===== src/rtl/pc_pkg.sv =====
// Shared opcode constants and the offset sign-extension helper for the PC sequencer.
package pc_pkg;

    localparam int unsigned OP_W   = 3;
    localparam int unsigned SEXT_W = 64;

    localparam logic [OP_W-1:0] PC_HOLD = 3'b000;
    localparam logic [OP_W-1:0] PC_INC  = 3'b001;
    localparam logic [OP_W-1:0] PC_JMP  = 3'b010;
    localparam logic [OP_W-1:0] PC_REL  = 3'b011;
    localparam logic [OP_W-1:0] PC_CALL = 3'b100;
    localparam logic [OP_W-1:0] PC_RET  = 3'b101;
    localparam logic [OP_W-1:0] PC_BRC  = 3'b110;
    localparam logic [OP_W-1:0] PC_RSVD = 3'b111;

    // Sign-extend the low ofs_w bits of ofs to SEXT_W bits; caller truncates to ADDR_W.
    function automatic logic [SEXT_W-1:0] sext_ofs(input logic [SEXT_W-1:0] ofs,
                                                    input int unsigned      ofs_w);
        logic [SEXT_W-1:0] mask;
        mask = {SEXT_W{1'b1}} << ofs_w;
        if (ofs[6'(ofs_w - 1)]) begin
            return ofs | mask;
        end
        return ofs & ~mask;
    endfunction

endpackage


===== src/rtl/pc_stack_seq_if.sv =====
// Control-unit / fetch-side bundle of the PC sequencer.
interface pc_stack_seq_if #(
    parameter int unsigned ADDR_W = 16,
    parameter int unsigned OFS_W  = 8,
    parameter int unsigned RAS_D  = 4
);
    localparam int unsigned DEPTH_W = $clog2(RAS_D + 1);

    logic                en_in;
    logic [2:0]          pc_op;
    logic                cond;
    logic [OFS_W-1:0]    offset;
    logic [ADDR_W-1:0]   target;
    logic [ADDR_W-1:0]   pc_out;
    logic [DEPTH_W-1:0]  ras_depth;
    logic                stk_err;
    logic                trap;

    modport master (
        output en_in, pc_op, cond, offset, target,
        input  pc_out, ras_depth, stk_err, trap
    );

    modport slave (
        input  en_in, pc_op, cond, offset, target,
        output pc_out, ras_depth, stk_err, trap
    );

endinterface


===== src/rtl/pc_ret_stack.sv =====
// Return-address LIFO: depth register is reset, entry storage is not; top entry read combinationally.
module pc_ret_stack #(
    parameter int unsigned W = 16,
    parameter int unsigned D = 4
) (
    input  logic                      clk,
    input  logic                      rst,
    input  logic                      push_i,
    input  logic                      pop_i,
    input  logic [W-1:0]              din_i,
    output logic [W-1:0]              dout_o,
    output logic [$clog2(D+1)-1:0]    depth_o,
    output logic                      full_o,
    output logic                      empty_o
);
    localparam int unsigned DW = $clog2(D + 1);
    localparam int unsigned IW = $clog2(D);

    logic [W-1:0]  mem_q [D];
    logic [DW-1:0] depth_q;
    logic [DW-1:0] depth_d;

    assign full_o  = (depth_q == DW'(D));
    assign empty_o = (depth_q == '0);
    assign depth_o = depth_q;
    assign dout_o  = mem_q[IW'(depth_q - DW'(1))];

    // Next depth; the parent never pushes when full or pops when empty.
    always_comb begin
        depth_d = depth_q;
        if (push_i && !full_o) begin
            depth_d = depth_q + DW'(1);
        end else if (pop_i && !empty_o) begin
            depth_d = depth_q - DW'(1);
        end
    end

    // Depth register with synchronous reset.
    always_ff @(posedge clk) begin
        if (rst) begin
            depth_q <= '0;
        end else begin
            depth_q <= depth_d;
        end
    end

    // Entry write at the current depth index.
    always_ff @(posedge clk) begin
        if (!rst && push_i && !full_o) begin
            mem_q[IW'(depth_q)] <= din_i;
        end
    end

endmodule


===== src/rtl/pc_stack_seq.sv =====
// Program-counter sequencer with return-address stack and sticky stack-fault flag.
// Build option: define PC_TRAP_EN to redirect faults to TRAP_VEC and pulse trap.
module pc_stack_seq
    import pc_pkg::*;
#(
    parameter int unsigned         ADDR_W  = 16,
    parameter int unsigned         OFS_W   = 8,
    parameter int unsigned         RAS_D   = 4,
    parameter logic [ADDR_W-1:0]   RST_VEC = '0
`ifdef PC_TRAP_EN
    ,
    parameter logic [ADDR_W-1:0]   TRAP_VEC = ADDR_W'('h0010)
`endif
) (
    input  logic          clk,
    input  logic          rst,
    pc_stack_seq_if.slave bus
);
    localparam int unsigned DEPTH_W = $clog2(RAS_D + 1);

    logic [ADDR_W-1:0]  pc_q;
    logic [ADDR_W-1:0]  pc_d;
    logic               stk_err_q;
    logic               stk_err_d;
    logic [ADDR_W-1:0]  pc_inc_c;
    logic [ADDR_W-1:0]  pc_rel_c;
    logic               push_c;
    logic               pop_c;
    logic               fault_c;
    logic [ADDR_W-1:0]  ras_top_c;
    logic [DEPTH_W-1:0] ras_depth_c;
    logic               ras_full_c;
    logic               ras_empty_c;

    assign pc_inc_c = pc_q + ADDR_W'(1);
    assign pc_rel_c = pc_q + ADDR_W'(sext_ofs(SEXT_W'(bus.offset), OFS_W));

    pc_ret_stack #(
        .W (ADDR_W),
        .D (RAS_D)
    ) u_ras (
        .clk     (clk),
        .rst     (rst),
        .push_i  (push_c),
        .pop_i   (pop_c),
        .din_i   (pc_inc_c),
        .dout_o  (ras_top_c),
        .depth_o (ras_depth_c),
        .full_o  (ras_full_c),
        .empty_o (ras_empty_c)
    );

    // Next-PC mux, stack control and fault detection; nothing moves while en_in is low.
    always_comb begin
        pc_d    = pc_q;
        push_c  = 1'b0;
        pop_c   = 1'b0;
        fault_c = 1'b0;
        if (bus.en_in) begin
            case (bus.pc_op)
                PC_INC:  pc_d = pc_inc_c;
                PC_JMP:  pc_d = bus.target;
                PC_REL:  pc_d = pc_rel_c;
                PC_CALL: begin
                    pc_d = bus.target;
                    if (ras_full_c) begin
                        fault_c = 1'b1;
                    end else begin
                        push_c = 1'b1;
                    end
                end
                PC_RET: begin
                    if (ras_empty_c) begin
                        fault_c = 1'b1;
                    end else begin
                        pop_c = 1'b1;
                        pc_d  = ras_top_c;
                    end
                end
                PC_BRC:  pc_d = bus.cond ? pc_rel_c : pc_inc_c;
                default: pc_d = pc_q;
            endcase
        end
`ifdef PC_TRAP_EN
        if (fault_c) begin
            pc_d = TRAP_VEC;
        end
`endif
        stk_err_d = stk_err_q | fault_c;
    end

    // PC and sticky error registers.
    always_ff @(posedge clk) begin
        if (rst) begin
            pc_q      <= RST_VEC;
            stk_err_q <= 1'b0;
        end else begin
            pc_q      <= pc_d;
            stk_err_q <= stk_err_d;
        end
    end

`ifdef PC_TRAP_EN
    logic trap_q;
    logic trap_d;

    assign trap_d = fault_c;

    // Single-cycle trap pulse following a fault.
    always_ff @(posedge clk) begin
        if (rst) begin
            trap_q <= 1'b0;
        end else begin
            trap_q <= trap_d;
        end
    end

    assign bus.trap = trap_q;
`else
    assign bus.trap = 1'b0;
`endif

    assign bus.pc_out    = pc_q;
    assign bus.ras_depth = ras_depth_c;
    assign bus.stk_err   = stk_err_q;

endmodule


===== src/flat_wrapper.sv =====
// flat-port wrapper written by rule: the top's interface ports become plain ports
module pc_stack_seq_flat import pc_pkg::*;
#(
    parameter int unsigned         ADDR_W  = 16,
    parameter int unsigned         OFS_W   = 8,
    parameter int unsigned         RAS_D   = 4,
    parameter logic [ADDR_W-1:0]   RST_VEC = '0

)
  (clk, rst, bus_en_in, bus_pc_op, bus_cond, bus_offset, bus_target, bus_pc_out, bus_ras_depth, bus_stk_err, bus_trap);
  pc_stack_seq_if #(.ADDR_W(ADDR_W), .OFS_W(OFS_W), .RAS_D(RAS_D)) bus_i ();
  input  logic clk;
  input  logic rst;
  input wire logic [$bits(bus_i.en_in)-1:0] bus_en_in;
  input wire logic [$bits(bus_i.pc_op)-1:0] bus_pc_op;
  input wire logic [$bits(bus_i.cond)-1:0] bus_cond;
  input wire logic [$bits(bus_i.offset)-1:0] bus_offset;
  input wire logic [$bits(bus_i.target)-1:0] bus_target;
  output wire logic [$bits(bus_i.pc_out)-1:0] bus_pc_out;
  output wire logic [$bits(bus_i.ras_depth)-1:0] bus_ras_depth;
  output wire logic [$bits(bus_i.stk_err)-1:0] bus_stk_err;
  output wire logic [$bits(bus_i.trap)-1:0] bus_trap;
  assign bus_i.en_in = bus_en_in;
  assign bus_i.pc_op = bus_pc_op;
  assign bus_i.cond = bus_cond;
  assign bus_i.offset = bus_offset;
  assign bus_i.target = bus_target;
  assign bus_pc_out = bus_i.pc_out;
  assign bus_ras_depth = bus_i.ras_depth;
  assign bus_stk_err = bus_i.stk_err;
  assign bus_trap = bus_i.trap;
  pc_stack_seq #(.ADDR_W(ADDR_W), .OFS_W(OFS_W), .RAS_D(RAS_D), .RST_VEC(RST_VEC)) u_core (.clk(clk), .rst(rst), .bus(bus_i));
endmodule

===== config.mk =====
export PLATFORM = sky130hd
export DESIGN_NAME = pc_stack_seq_flat
export DESIGN_NICKNAME = d
export VERILOG_FILES = /design/src/rtl/pc_pkg.sv /design/src/rtl/pc_stack_seq_if.sv /design/src/rtl/pc_ret_stack.sv /design/src/rtl/pc_stack_seq.sv /design/src/flat_wrapper.sv
export SDC_FILE = /design/constraint.sdc
export NUM_CORES = 1
export LEC_CHECK = 0
export CAP_MARGIN = 0
export CORE_MARGIN = 2
export CORE_UTILIZATION = 40
export CTS_CLUSTER_SIZE = 24
export DETAILED_ROUTE_END_ITERATION = 8
export HOLD_SLACK_MARGIN = 0.12
export PLACE_DENSITY = 0.7
export SLEW_MARGIN = 0
export SYNTH_ARGS = -nofsm -noshare
export SYNTH_HDL_FRONTEND = slang
export SYNTH_SLANG_ARGS = --single-unit

===== constraint.sdc =====
create_clock -name clk -period 2.21 [get_ports clk]
set_input_delay 0.221 -clock clk [delete_from_list [all_inputs] [get_ports clk]]
set_output_delay 0.221 -clock clk [all_outputs]
set_load 0.01 [all_outputs]

==> results.md <==
Global routing:
- The wire length of the first global-routing pass is 20.3 mm.
- Entering global routing, the biggest net connects 17 pins.
- The number of global-route vias before repair was 3833.
- After global routing the overflow that remains totals 0.
- The initial antenna violation count is 0.
- The total routing usage reported by global routing is 21.2%.

Floorplan:
- The number of I/O pins is 52.
- The starting utilization of the core area is 41.0%.
- The floorplan step defined a die boundary enclosing 12500 sq um.
- Row generation in the floorplan step produced 39 rows.
- The die is 112 um wide.
- The core region is 11400 sq um.
- From bottom edge to top edge, the die measures 112 um.

CTS:
- Clock-pin slew was measured on the worst setup and hold paths at 60 ps.
- In this run the clock root is driven by a sky130_fd_sc_hd__clkbuf_16.
- The clock sink count is 84.
- In this run, post-CTS hold repair placed 0 buffers.
- The longest clock path from root to sink contains 2 buffers.
- The clock tree from TritonCTS is done.
- The number of clock buffers added by TritonCTS is 9.
- The later pin in the worst-skew pair is clocked with a latency of 350 ps.
- The clock tree synthesis step divided the H-tree into 3 levels.

Critical path:
- The critical path is of the flip-flop to flip-flop type.
- The capturing point of the worst reg2reg path is u_core.bus.pc_out[6].
- The worst endpoint required time is 2450 ps.
- For the worst flop-to-flop path, the logic depth is 9.
- In this run the critical register-to-register path is launched from u_core.u_ras.depth_o[1].
- The origin of the worst setup path is u_core.u_ras.depth_o[1].
- Along the worst path, the maximum fanout reaches 7.
- The data arrival time at the worst-slack endpoint is 2320 ps.
- In this run the register-to-register setup slack is 130 ps.
- The worst setup path is captured at a flip-flop.
- The worst setup path is launched from a flip-flop.

Min path:
- For hold timing, the worst endpoint is u_core.bus.stk_err.
- In this run the most critical hold path is launched from u_core.bus.stk_err.
- The class of the worst hold path is flip-flop to flip-flop.
- The number of cells on the worst hold path is 2.

Timing:
- The number of endpoints failing setup at the final stage is 0.
- After layout, the worst path uses 94.3% of the clock period.
- The number of hold violations in the final report is 0.
- The final setup skew is 6.25 ps.
- The final number of max-transition violations is 0.
- Setup repair after global routing left no endpoint under its margin.
- For the pin with the worst max-slew slack, the measured transition is 880 ps.
- The highest clock frequency the design can meet is 480 MHz.
- The worst hold slack across all endpoints is 479 ps.
- The tightest slew margin relative to the limit is 41.3%.
- The smallest clock period supported by the final layout is computed as 2080 ps.

Pwr:
- In this run the power density over the cells is 694 nW/um^2.
- Summed over all nets, the switching power comes to 1.12 mW.
- The internal power component is 3.18 mW.
- The combinational share of power is 20.4%.
- Net switching is 26.1% of the power.
- For this design the static power due to leakage is 2.31 nW.
- The share of total power dissipated in the clock network is 38.2%.
- The peak ir drop on the vdd network is 0.000451 V.
- Sequential cells burn 41.4% of the power.

Synth:
- The synthesized design devotes to its leading area cell type 41.3% of total area.
- The number of nets produced by synthesis is 440.
- In the synthesized netlist, the number of instances is 387.
- The share of synthesized area occupied by flip-flops and latches is 49.9%.
- The number of distinct library cell variants in the gate-level netlist after synthesis is 62.
- The dominant register cell in the synthesized netlist is sky130_fd_sc_hd__edfxtp_1.
- The commonest cells after synthesis are sky130_fd_sc_hd__edfxtp_1 (64), sky130_fd_sc_hd__o21ai_0 (24), sky130_fd_sc_hd__a21oi_1 (23), sky130_fd_sc_hd__nand2_1 (23), sky130_fd_sc_hd__ha_1 (21).
- The summed instance area of the synthesized netlist is 4660 sq um.
- In the post-synthesis netlist, the biggest area contributors are sky130_fd_sc_hd__edfxtp_1 (41%), sky130_fd_sc_hd__dfxtp_1 (8.6%), sky130_fd_sc_hd__ha_1 (5.6%).
- The number of enable flip-flop cells after synthesis is 64.
- Dividing the synthesized area by the synthesized cell count gives 12.0 sq um.
- Among all cell types in the netlist, the one instantiated most often is sky130_fd_sc_hd__edfxtp_1.
- The cell type with the highest aggregate area in the netlist is sky130_fd_sc_hd__edfxtp_1.
- The count of state elements after synthesis is 84.
- The number of warnings printed during yosys synthesis is 0.
- The fraction of registers with async set/reset is 0%.

Outcome:
- The run finished with clean final reports.

Finish:
- For this run, the share of the core covered by cells in the final layout is 54.6%.
- The net count of the finished layout is 554.
- The number of antenna diodes in the final layout is 0.
- Compared with the post-synthesis result, the final layout area differs by 33.3%.
- After routing the design area is 6210 sq um.
- The share of post-route cells with drive strength above 1 is 24.1%.
- The final non-filler cell total is 649.

Placed design:
- The HPWL after detailed placement is 9.40 mm.
- In this run the tool buffered the top-level ports with 50 buffer cells.
- Summing all placed instances gives a cell area of 5820 sq um.
- The number of placed instances, taps included, is 631.
- The final estimated routing congestion in global placement is 1.01.

Routing:
- The length of the first detailed-routing pass in iterations is 4.
- For this block, the initial DRC count from the detailed router was 145.
- After detailed routing, the number of remaining DRC violations is 0.
- After detailed routing, the number of vias per cell comes to 5.77.
- The routed layout has 3745 vias.
- After detailed routing, the total wire length is 12.7 mm.
- Dividing the detail-routed wire length by the instance count gives 19.6 um.
- The count of nets left with antenna violations once routing finished came out at 0.

Job:
- The number of max-cap violations is 0.
## cells in the final DEF (no fill, tap or decap), types with 5 or more instances in the layout
cell type | netlist | final
sky130_fd_sc_hd__buf_4 | 3 | 66
sky130_fd_sc_hd__edfxtp_1 | 64 | 64
sky130_fd_sc_hd__clkdlybuf4s50_1 | 0 | 49
sky130_fd_sc_hd__o21ai_0 | 24 | 24
sky130_fd_sc_hd__nand2_1 | 23 | 23
sky130_fd_sc_hd__a21oi_1 | 23 | 23
sky130_fd_sc_hd__ha_1 | 21 | 20
sky130_fd_sc_hd__dfxtp_1 | 20 | 18
sky130_fd_sc_hd__xnor2_1 | 17 | 16
sky130_fd_sc_hd__nor2_1 | 14 | 14
sky130_fd_sc_hd__a31oi_1 | 12 | 12
sky130_fd_sc_hd__inv_1 | 12 | 11
sky130_fd_sc_hd__mux4_2 | 11 | 11
sky130_fd_sc_hd__xor2_1 | 10 | 10
sky130_fd_sc_hd__nand3_1 | 9 | 9
sky130_fd_sc_hd__clkbuf_16 | 0 | 9
sky130_fd_sc_hd__a221oi_1 | 7 | 7
sky130_fd_sc_hd__nand4_1 | 6 | 6
sky130_fd_sc_hd__nor3_1 | 6 | 6
sky130_fd_sc_hd__and3_1 | 10 | 6
sky130_fd_sc_hd__a22oi_1 | 6 | 6
sky130_fd_sc_hd__buf_12 | 0 | 6
sky130_fd_sc_hd__o211ai_1 | 5 | 5
sky130_fd_sc_hd__mux4_1 | 5 | 5
## cell type report
cell class	instances	area, sq um
Inverter	12	45.0
Sequential cell	84	2330
Fill cell	969	5160
Timing Repair Buffer	122	1120
Clock buffer	9	225
Multi-Input combinational cell	272	2220
Clock inverter	7	98.8
Tap cell	143	179
## metrics by stage
step           setup TNS, ps  total power [mW]  setup slack [ps]
2_1_floorplan              0              2.27              24.8
3_5_place_dp           -1760              2.66              -239
6_report                   0              4.31               125
4_1_cts                    0              4.30              68.8
3_3_place_gp           -1170              2.64              -155
5_1_grt                    0              4.47              5.75
## how the worst max path moves through the flow
| stage | to | slack [ps] | depth (start not counted) |
|---|---|---|---|
| CTS | u_core.bus.pc_out[9] | 70 | 8 |
| detailed placement | u_core.bus.pc_out[15] | -240 | 9 |
| finish | u_core.bus.pc_out[6] | 130 | 9 |
| global placement | u_core.bus.pc_out[8] | -150 | 11 |
| floorplan | u_core.bus.pc_out[6] | 20 | 10 |
| global route | u_core.bus.pc_out[6] | 6 | 9 |
## power by group through the flow
stage                     clock, mW  sequential (mW)  combinational [mW]
after CTS                      1.66             1.78               0.857
after global placement            0             1.81               0.829
final                          1.64             1.78               0.880
after global routing           1.73             1.79               0.956
after detailed placement          0             1.82               0.847
after floorplan                   0             1.84               0.430
## registers in the layout, summed over array words and instances (netlist names)
name	count
u_core.u_ras.mem_q	64
u_core.bus.pc_out	16
u_core.u_ras.depth_o	3
u_core.bus.stk_err	1
## what timing repair did
item / in CTS / in global routing
setup endpoints to repair: 0 / 10
gates resized for setup: 0 / 9
buffers inserted: 0 / 2
## cells by family after synthesis
family | after synthesis | share of synthesized area [%]
flops | 84 | 49.9
fa+ha+maj | 22 | 6.07
simple gates | 94 | 11.0
other cells | 1 | 0.0805
buf+inv | 31 | 3.36
compound gates | 111 | 16.2
mux | 17 | 8.38
xor+xnor | 27 | 5.08
## worst max-delay path, cell delays in order, from the launching register on
cell                       delay, ps
sky130_fd_sc_hd__dfxtp_2         350
sky130_fd_sc_hd__inv_1            90
sky130_fd_sc_hd__ha_1            210
sky130_fd_sc_hd__nor2b_1         150
sky130_fd_sc_hd__o211ai_1        350
sky130_fd_sc_hd__nand3_4         190
sky130_fd_sc_hd__buf_12          170
sky130_fd_sc_hd__a211o_1         240
sky130_fd_sc_hd__a31oi_1         150
sky130_fd_sc_hd__nor3_1           70
## metal layers
layer  up-vias  GRT usage (%)  wire length, um
li1       1762              -                -
met1      1845           28.1             5710
met2       119           35.6             6190
met3        19           3.70              607
met4         0           6.83              244
met5         -              0                0
Power figures use the tool's default switching activity.
